<file path="src/rtl/pipe_skid.sv">
// ---------------------------------------------------------------------------
// pipe_skid
//
// Two-entry ready/valid skid buffer. Both the forward path (out_valid /
// out_data) and the backward path (in_ready) come straight from flops, so
// no combinational path runs from any input to any output. This breaks long
// ready chains and hands the downstream retiming stage a clean,
// full-cycle-registered data bus.
//
// The payload is opaque. Beats leave in strict FIFO order. The buffer holds
// at most two beats:
//   main register : drives out_data
//   skid register : catches the beat that arrives while main is stalled
//
// Ports
//   clk       in   clock; all state updates on the rising edge
//   nreset    in   asynchronous active-low reset
//   flush     in   synchronous clear of all buffered entries
//   in_valid  in   upstream beat valid
//   in_data   in   upstream payload [DW-1:0]
//   in_ready  out  registered; buffer can accept a beat this cycle
//   out_valid out  registered; out_data holds a valid beat
//   out_data  out  registered payload from the main register [DW-1:0]
//   out_ready in   downstream accepts the beat this cycle
//   count     out  occupancy: 0, 1 or 2 (same as the state encoding)
// ---------------------------------------------------------------------------
module pipe_skid #(
  parameter int DW = 1
) (
  input  logic          clk,
  input  logic          nreset,
  input  logic          flush,
  input  logic          in_valid,
  input  logic [DW-1:0] in_data,
  output logic          in_ready,
  output logic          out_valid,
  output logic [DW-1:0] out_data,
  input  logic          out_ready,
  output logic [1:0]    count
);

  // The state encoding equals the occupancy, so count is simply the state.
  typedef enum logic [1:0] {
    EMPTY = 2'd0,
    ONE   = 2'd1,
    FULL  = 2'd2
  } state_t;

  state_t        state_q, state_d;
  logic [DW-1:0] main_q, main_d;
  logic [DW-1:0] skid_q, skid_d;
  logic          in_ready_q, out_valid_q;
  logic          accept, consume;

  // Handshakes are judged only against the registered ready and valid.
  // This keeps both handshakes free of any input-to-output path.
  assign accept  = in_valid & in_ready_q;
  assign consume = out_valid_q & out_ready;

  // Next-state and data-steering logic. Flush overrides every transition.
  // Flush clears only the occupancy. The data registers keep their old
  // contents, because those contents are never visible while out_valid is low.
  always_comb begin
    state_d = state_q;
    main_d  = main_q;
    skid_d  = skid_q;

    if (flush) begin
      state_d = EMPTY;
    end else begin
      unique case (state_q)
        EMPTY: begin
          if (accept) begin
            main_d  = in_data;
            state_d = ONE;
          end
        end
        ONE: begin
          if (accept && consume) begin
            main_d = in_data;
          end else if (accept) begin
            skid_d  = in_data;
            state_d = FULL;
          end else if (consume) begin
            state_d = EMPTY;
          end
        end
        FULL: begin
          // in_ready is low in FULL, so only a consume can happen here.
          if (consume) begin
            main_d  = skid_q;
            state_d = ONE;
          end
        end
        default: begin
          state_d = EMPTY;
        end
      endcase
    end
  end

  // State and data registers. The handshake outputs are decoded from the
  // next state and stored in their own flops. This way they are ready at
  // the start of the cycle instead of being decoded from state_q after
  // the clock edge.
  always_ff @(posedge clk or negedge nreset) begin
    if (!nreset) begin
      state_q     <= EMPTY;
      main_q      <= '0;
      skid_q      <= '0;
      in_ready_q  <= 1'b1;
      out_valid_q <= 1'b0;
    end else begin
      state_q     <= state_d;
      main_q      <= main_d;
      skid_q      <= skid_d;
      in_ready_q  <= (state_d != FULL);
      out_valid_q <= (state_d != EMPTY);
    end
  end

  assign in_ready  = in_ready_q;
  assign out_valid = out_valid_q;
  assign out_data  = main_q;
  assign count     = state_q;

endmodule

</file>
<file path="config.mk">
export PLATFORM = sky130hd
export DESIGN_NAME = pipe_skid
export DESIGN_NICKNAME = d
export VERILOG_FILES = /design/src/rtl/pipe_skid.sv
export SDC_FILE = /design/constraint.sdc
export NUM_CORES = 1
export LEC_CHECK = 0
export ABC_CLOCK_PERIOD_IN_PS = 1150
export BUFFER_PORTS_ARGS = -buffer_cell sky130_fd_sc_hd__buf_2
export CORE_AREA = 2 2 39 41
export CTS_CLUSTER_SIZE = 30
export DETAILED_ROUTE_END_ITERATION = 8
export DIE_AREA = 0 0 41 43
export PLACE_DENSITY_LB_ADDON = 0.15
export SYNTH_ARGS = -nofsm -noshare
export SYNTH_HDL_FRONTEND = slang
export SYNTH_SLANG_ARGS = --single-unit
</file>
<file path="constraint.sdc">
create_clock -name clk -period 1.15 [get_ports clk]
set_input_delay 0.115 -clock clk [delete_from_list [all_inputs] [get_ports clk]]
set_output_delay 0.115 -clock clk [all_outputs]
set_load 0.005 [all_outputs]
</file>
## Word level (Yosys, flattened, before mapping)

Index checks and enable logic that the tools add are counted.

- Reduce and logical (&&, ||, !) cells: 6
- Equal/unequal tests: 6
- Bitwise operators: 4
- Multiplexer cells: 11

Operators by type and width:

| operator | count |
|---|---|
| 2-bit 2-to-1 mux | 6 |
| 2-bit != test, second input constant | 4 |
| 2-bit case mux with 3 select lines | 1 |
| 5-bit AND reduction | 1 |
| 4-bit AND reduction | 1 |
| 1-bit 2-to-1 mux | 3 |
| 1-bit case mux with 3 select lines | 1 |
| 3-bit nonzero test | 1 |
| 1-bit bitwise AND | 2 |
| 2-bit by 1-bit equality test with 1-bit output, second input constant | 1 |
| 2-bit equality test, second input constant | 1 |
| 2-bit zero test | 1 |
| 1-bit NOT | 2 |
| 2-bit nonzero test | 1 |
| 1-bit logical AND | 1 |

- Input port bits: 6
- Logic and storage cells: 32
- Output and inout port bits: 5
- Register bits: 6

## Longest topological paths before layout

Gate-level depths: netlist of run 1.

- Depth in word-level cells: 7
- Gate-level depth with buffers: 4
- Gate-level depth less buffers: 3

## Worst setup path after synthesis of run 1

Ideal clock, no wire load.

- Kind: reg2reg
- Start: reg state_q[1] (netlist: count[1])
- End: reg skid_q
- Setup time: 0.125 ns
- Slack: -0.097 ns
- Arrival: 1.122 ns
- Required time: 1.025 ns
- Buffers on the path: 1
- Clock period less this slack: 1.247 ns
- Stages on the path, launching flop included: 5
- Cells stage by stage: dfrtp_1 -> buf_6 -> and4b_1 -> nand2_1 -> mux2_4

- Cells in the longest elaborated chain, start to end: 2

RTL lines:

| what | RTL line | RTL |
|---|---|---|
| from (decl) | 49 | `state_t state_q, state_d;` |
| from (signal assigned) | 114 | `state_q <= state_d;` |
| 2-bit by 1-bit equality test with 1-bit output | 71 | `unique case (state_q)` |
| 4-bit AND reduction (no line) | -- |  |
| to (signal assigned) | 116 | `skid_q <= skid_d;` |
| to (decl) | 51 | `logic [DW-1:0] skid_q, skid_d;` |

Every way passes these cells.
A chain may end at the register's enable or synchronous reset.

## Final worst setup path of run 1

- Start: reg in_ready_q (netlist: in_ready)
- End: reg skid_q

- Cells in the longest elaborated chain, start to end: 4

RTL lines:

| what | RTL line | RTL |
|---|---|---|
| from (decl) | 52 | `logic in_ready_q, out_valid_q;` |
| from (signal assigned) | 117 | `in_ready_q <= (state_d != FULL);` |
| 1-bit bitwise AND (*) | 57 | `assign accept = in_valid & in_ready_q;` |
| 1-bit logical AND | 79 | `if (accept && consume) begin` |
| 1-bit NOT (no line) | -- |  |
| 4-bit AND reduction (no line) (*) | -- |  |

Every way passes the cells marked *; elsewhere a longest branch is shown, timed or not.

==> results of run 1 <==
==> layout make-up <==
cell class,instances,area [um^2],share of cell area
Sequential cell,6,155,0.276
Inverter,1,3.75,0.00667
Tap cell,16,20.0,0.0356
Multi-Input combinational cell,23,241,0.429
Clock buffer,4,26.3,0.0467
Timing Repair Buffer,18,116,0.207
==> cell families (layout without fill, tap and decap cells) <==
group                  count (synthesis)  count (layout)  synth area share
AO/OA/AOI/OAI                         13              13             0.329
AND/OR/NAND/NOR                        9               9             0.194
flip-flops                             6               6             0.398
multiplexers                           1               1            0.0395
buffers and inverters                  2              23            0.0395
==> cells in the mapped netlist, drive strengths merged <==
library cell,n
and4b,1
dfstp,1
inv,1
a22oi,1
and2,1
dfrtp,5
nor2,1
o21bai,1
mux2,1
and3b,2
nand3b,1
a21boi,1
a21oi,5
a2111oi,2
a2bb2oi,1
buf,1
o21ai,1
nand2,1
nand2b,1
nor2b,1
o211ai,1
==> cells in the final DEF (no fill, tap or decap), drive strengths merged, types with 2 or more instances in the layout <==
master and instances:
a2111oi 2, and3b 2, a21oi 5, buf 17, clkbuf 4, dfrtp 5
==> per-stage QoR <==
stage                     area [um^2]  cells
final                             563     68
after global routing              563     68
after CTS                         523     67
after detailed placement          484     62
after global placement            484     62
after floorplan                   380     31
==> metal layers <==
metal / global-route usage / wire length, um / vias to the layer above
li1: - / - / 160
met3: 0.0785 / 59 / 0
met5: 0 / 0 / -
met2: 0.172 / 394 / 8
met4: 0 / 0 / 0
met1: 0.161 / 372 / 145
==> state kept, by name (all words and copies together) (netlist names) <==
register / flops
count: 2
in_ready: 1
out_data: 1
out_valid: 1
skid_q: 1
==> power by group <==
group	internal [uW]	total, uW	switching, uW
clock	132	218	85.7
sequential	253	290	36.6
combinational	138	226	87.9
total	523	733	210
==> final timing paths <==
check	startpoint	end	slack (ns)	cells after the start
max reg2reg	in_ready	skid_q	-0.08	3
max	in_ready	skid_q	-0.08	3
min	flush	out_valid	0.14	2
min in group asynchronous	nreset	out_data	0.21	2
max in group asynchronous	nreset	in_ready	0.70	2
min reg2reg	skid_q	skid_q	0.50	1
==> what timing repair did <==
| item | in CTS | in global routing |
|---|---|---|
| pin swaps | 4 | 4 |
| gates resized for setup | 2 | 6 |
| setup endpoints to repair | 4 | 4 |
| hold endpoints to repair | 6 | 0 |
| buffers inserted | 0 | 1 |
| hold buffers | 1 | 0 |
==> results.toml, run 1 <==
[status]
status = "finished with violations"
violations = "setup timing"

[global_route]
antenna_found_initial = 0
grt_overflow = 0
grt_pass1_wl_um = 1410
grt_max_degree = 8
grt_usage = 0.120
grt_pass1_vias = 342

[pwr]
p_total_uw = 733
p_per_area_mw_per_mm2 = 1300
leakage_uw = 0.000260
ir_worst_vdd_uv = 601

[clock_network]
cts_sinks = 6
cts-root-buf = "clkbuf_4"
clk_pin_slew_ns = 0.06
htree_levels = 1
numCtsBuffers = 3
clkLatencyLatePin_ns = 0.25
cts_buffer_depth = 2
cts_tree = "yes"

[synth]
yosysTopAreaCell = "dfrtp_1"
yosys_warnings = 0
syn_nets = 37
ys_types = 23
synth.cell_area_um2 = 380
synth_top_cell_area_share = 0.329
netlist_top_cells_area = "dfrtp_1 33%, a2111oi_4 7.2%, dfstp_2 6.9%, a21oi_1 5.3%, nand3b_4 5.3%"
yosysSeqAreaShare = 0.398
synth.avg_cell_area_um2 = 12.3
synthCells = 31
ys_seq_elements = 6

[routing]
wl_per_cell_um = 12.1
via_per_inst = 4.60
drc_errors = 0
vias = 313
ant_nets = 0
dr.pass1.iters = 1
wirelength_um = 825
drt_iter0_markers = 0

[critical_path]
criticalPathCategory = "reg2reg"
path_buf_inv = 0
critPathMaxFanout = 3
crit_chain = "and4b_1 > nand2_1 > mux2_4"
critPathCaptureType = "flop"
crit_arrival_ns = 1.35
cpLargestDelayFamily = "flip-flops"
crit_path_max_incr_delay_ns = 0.54
crit_required_ns = 1.27
cp_slowest_cell = "dfstp_2"
cp-start-kind = "flop"

[timing]
max_freq_mhz = 810
whs_ns = 0.137
fin_worst_skew_ns = 0.0159
post-route-period-util = 1.07
hold_viol = 0
fin_ws_ns = -0.0849
tns_ns = -0.145
fin_crit_ns = 1.23
rsz0062_at_grt = "yes"
worst-slew-pin-transition_ns = 0.272
maxSlewViolCount = 0
slew_headroom = 0.819
setup_viol = 4

[place]
pre_cts_ws_ns = -0.0969
place.detailed.hpwl_um = 656
io_buffers = 10
gp_congestion = 0.747

[die]
io_pins = 11
dieArea_mm2 = 0.00176
core_mm2 = 0.00138
initial_utilization = 0.275
die_x_um = 41
rows = 14
die_h_um = 43

[cells_and_area]
n_antenna_cell = 0
drive_gt1_frac = 0.635
syn_to_final_growth_pct = 48.0
fin_util = 0.407
fillers = 142
final_nets = 59

[run]
maxCapViolCount = 0

[min_path]
hold_path_class = "in2reg"
Power figures use the tool's default switching activity.
==> run 2, diff against run 1 <==
--- a/config.mk
+++ b/config.mk
@@ -5,13 +5,14 @@
 export SDC_FILE = /design/constraint.sdc
 export NUM_CORES = 1
 export LEC_CHECK = 0
+export ABC_AREA = 1
 export ABC_CLOCK_PERIOD_IN_PS = 1150
 export BUFFER_PORTS_ARGS = -buffer_cell sky130_fd_sc_hd__buf_2
 export CORE_AREA = 2 2 39 41
 export CTS_CLUSTER_SIZE = 30
 export DETAILED_ROUTE_END_ITERATION = 8
 export DIE_AREA = 0 0 41 43
-export PLACE_DENSITY_LB_ADDON = 0.15
+export PLACE_DENSITY_LB_ADDON = 0.05
 export SYNTH_ARGS = -nofsm -noshare
 export SYNTH_HDL_FRONTEND = slang
 export SYNTH_SLANG_ARGS = --single-unit
==> run 2 against run 1 <==
Compared with the run above: the run now ends clean; clock-buffer cell count unchanged; final cell count increased by 5.9%; critical endpoint unchanged; synthesized cell count increased by 32%.
==> results.toml, run 2 <==
[status]
status = "finished clean"

[place]
io_buffers = 10
place.detailed.hpwl_um = 550
gp_congestion = 0.705

[timing]
max_freq_mhz = 964
hold_viol = 0
worst-slew-pin-transition_ns = 0.226
rsz0062_at_grt = "no"
fin_crit_ns = 1.04
tns_ns = 0
slew_headroom = 0.849
setup_viol = 0
post-route-period-util = 0.902
maxSlewViolCount = 0
fin_worst_skew_ns = 0.0106
whs_ns = 0.139

[critical_path]
regToRegEndpoint = "skid_q"
critPathMaxFanout = 3
r2r_start = "in_ready"
cp-start-kind = "flop"
criticalPathCategory = "reg2reg"
reg2reg_slack_ns = 0.11
crit_chain = "nand2_1 > nor2_1 > nand3_1 > nand2_1 > o21ai_1"
cp_slowest_cell = "dfstp_2"
crit_required_ns = 1.27
crit_path_max_incr_delay_ns = 0.53
cpMostUsedCell = "nand2_1"
reg2regPathDepth = 5
crit_arrival_ns = 1.15
critPathCaptureType = "flop"

[routing]
via_per_inst = 3.90
drc_errors = 0
wirelength_um = 623
vias = 281
ant_nets = 0
dr.pass1.iters = 4
wl_per_cell_um = 8.65
drt_iter0_markers = 8

[synth]
synth.cell_area_um2 = 310
synth_top_family_by_area = "simple AND/OR/NAND/NOR gates"
yosys_warnings = 0
synth_top_cell_area_share = 0.403
synth.area.mux_share = 0
synth_compound_area_frac = 0.0605
ys_types = 12
netlist_top_cells_area = "dfrtp_1 40%, nand2_1 16%, dfstp_2 8.5%, nand3_1 8.1%, inv_1 7.3%"
synth.avg_cell_area_um2 = 7.57
synth-edff-count = 0
synthArstFlopShare = 1.00
ys_dominant_reg_cell = "dfrtp_1"
ys_seq_elements = 6
ys_top_cells_by_count = "13 x nand2_1, 6 x inv_1, 5 x dfrtp_1, 5 x nand3_1, 3 x nand2_2"
synth-simple-area-share = 0.355
synth_xor_area_frac = 0
yosysSeqAreaShare = 0.488
synthAdderAreaFrac = 0
yosysMostFrequentCell = "nand2_1"
syn_nets = 47
synthCells = 41
yosysTopAreaCell = "dfrtp_1"

[clock_network]
cts_tree = "yes"
cts_buffer_depth = 2
cts_sinks = 6
clk_pin_slew_ns = 0.04
cts-root-buf = "clkbuf_4"
numCtsBuffers = 3
htree_levels = 1
clkLatencyLatePin_ns = 0.24

[pwr]
ir_worst_vdd_uv = 572
leakage_uw = 0.000243
p_per_area_mw_per_mm2 = 1660

[die]
die_h_um = 43
io_pins = 11
initial_utilization = 0.224
dieArea_mm2 = 0.00176
die_x_um = 41
core_mm2 = 0.00138
rows = 14

[min_path]
hold_end = "skid_q"
whs_path_depth = 3
min_from = "in_data"
hold_path_class = "in2reg"

[cells_and_area]
register_area_um2 = 151
syn_to_final_growth_pct = 34.3
drive_gt1_frac = 0.375
final_nets = 63
n_antenna_cell = 0
largest_reg_flops = 2
layout_commonest_cell = "nand2_1"
final_cell_mix = "13 x nand2_1, 10 x buf_2, 6 x inv_1, 5 x nand3_1, 5 x dfrtp_1"
multi_input_area_um2 = 129
fillers = 165

[global_route]
grt_max_degree = 7
antenna_found_initial = 0
grt_pass1_wl_um = 1040
grt_usage = 0.0932
grt_overflow = 0
grt_pass1_vias = 272

[run]
maxCapViolCount = 0
==> run 2: metrics by stage <==
stage	setup slack (ns)	power, uW	util	instance area (um^2)	cells
6_report	0.113	691	0.301	417	72
2_1_floorplan	0.157	417	-	310	41
4_1_cts	0.114	710	0.301	417	72
3_3_place_gp	0.0953	493	0.275	380	67
3_5_place_dp	0.117	491	0.275	380	67
5_1_grt	0.00960	763	0.301	417	72
==> run 2: how the worst max path moves through the flow <==
stage | startpoint | end | depth (start not counted)
final | in_ready | skid_q | 5
after global routing | in_ready | out_data | 5
after CTS | in_ready | skid_q | 5
after detailed placement | count[1] | out_valid | 4
after global placement | in_ready | out_data | 5
after floorplan | in_ready | skid_q | 5
==> run 2: cells by family after synthesis <==
| kind of cell | after synthesis |
|---|---|
| AND/OR/NAND/NOR | 24 |
| buffers and inverters | 8 |
| flip-flops | 6 |
| AO/OA/AOI/OAI | 3 |
==> run 2: metal layers <==
metal / wire, um / track usage / vias up
met5: 0 / 0 / -
met4: 0 / 0.100 / 0
met3: 30 / 0.0157 / 0
met2: 324 / 0.128 / 5
met1: 268 / 0.109 / 122
li1: - / - / 154
==> run 2: worst max-delay path: cells and delay by family, from the launching register on <==
kind,cells,cell delay (ns)
AO/OA/AOI/OAI,1,0.06
AND/OR/NAND/NOR,4,0.33
flip-flops,1,0.53
==> run 2: cell type report <==
type | count | area share
sequential | 6 | 0.363
multi-input combinational | 27 | 0.309
timing repair buffer | 11 | 0.144
inverter | 8 | 0.0721
clock buffer | 4 | 0.0631
tap | 16 | 0.0480
==> run 2: report_power, final <==
part / switching, uW / internal [uW] / total (uW)
clock: 73.4 / 131 / 205
sequential: 33.3 / 265 / 298
combinational: 109 / 80.1 / 189
==> run 2: repair_timing <==
item,4_1_cts,5_1_grt
hold buffers,1,0
hold endpoints to repair,6,0
resized for setup,0,0
setup endpoints to repair,0,0
buffers inserted,0,0
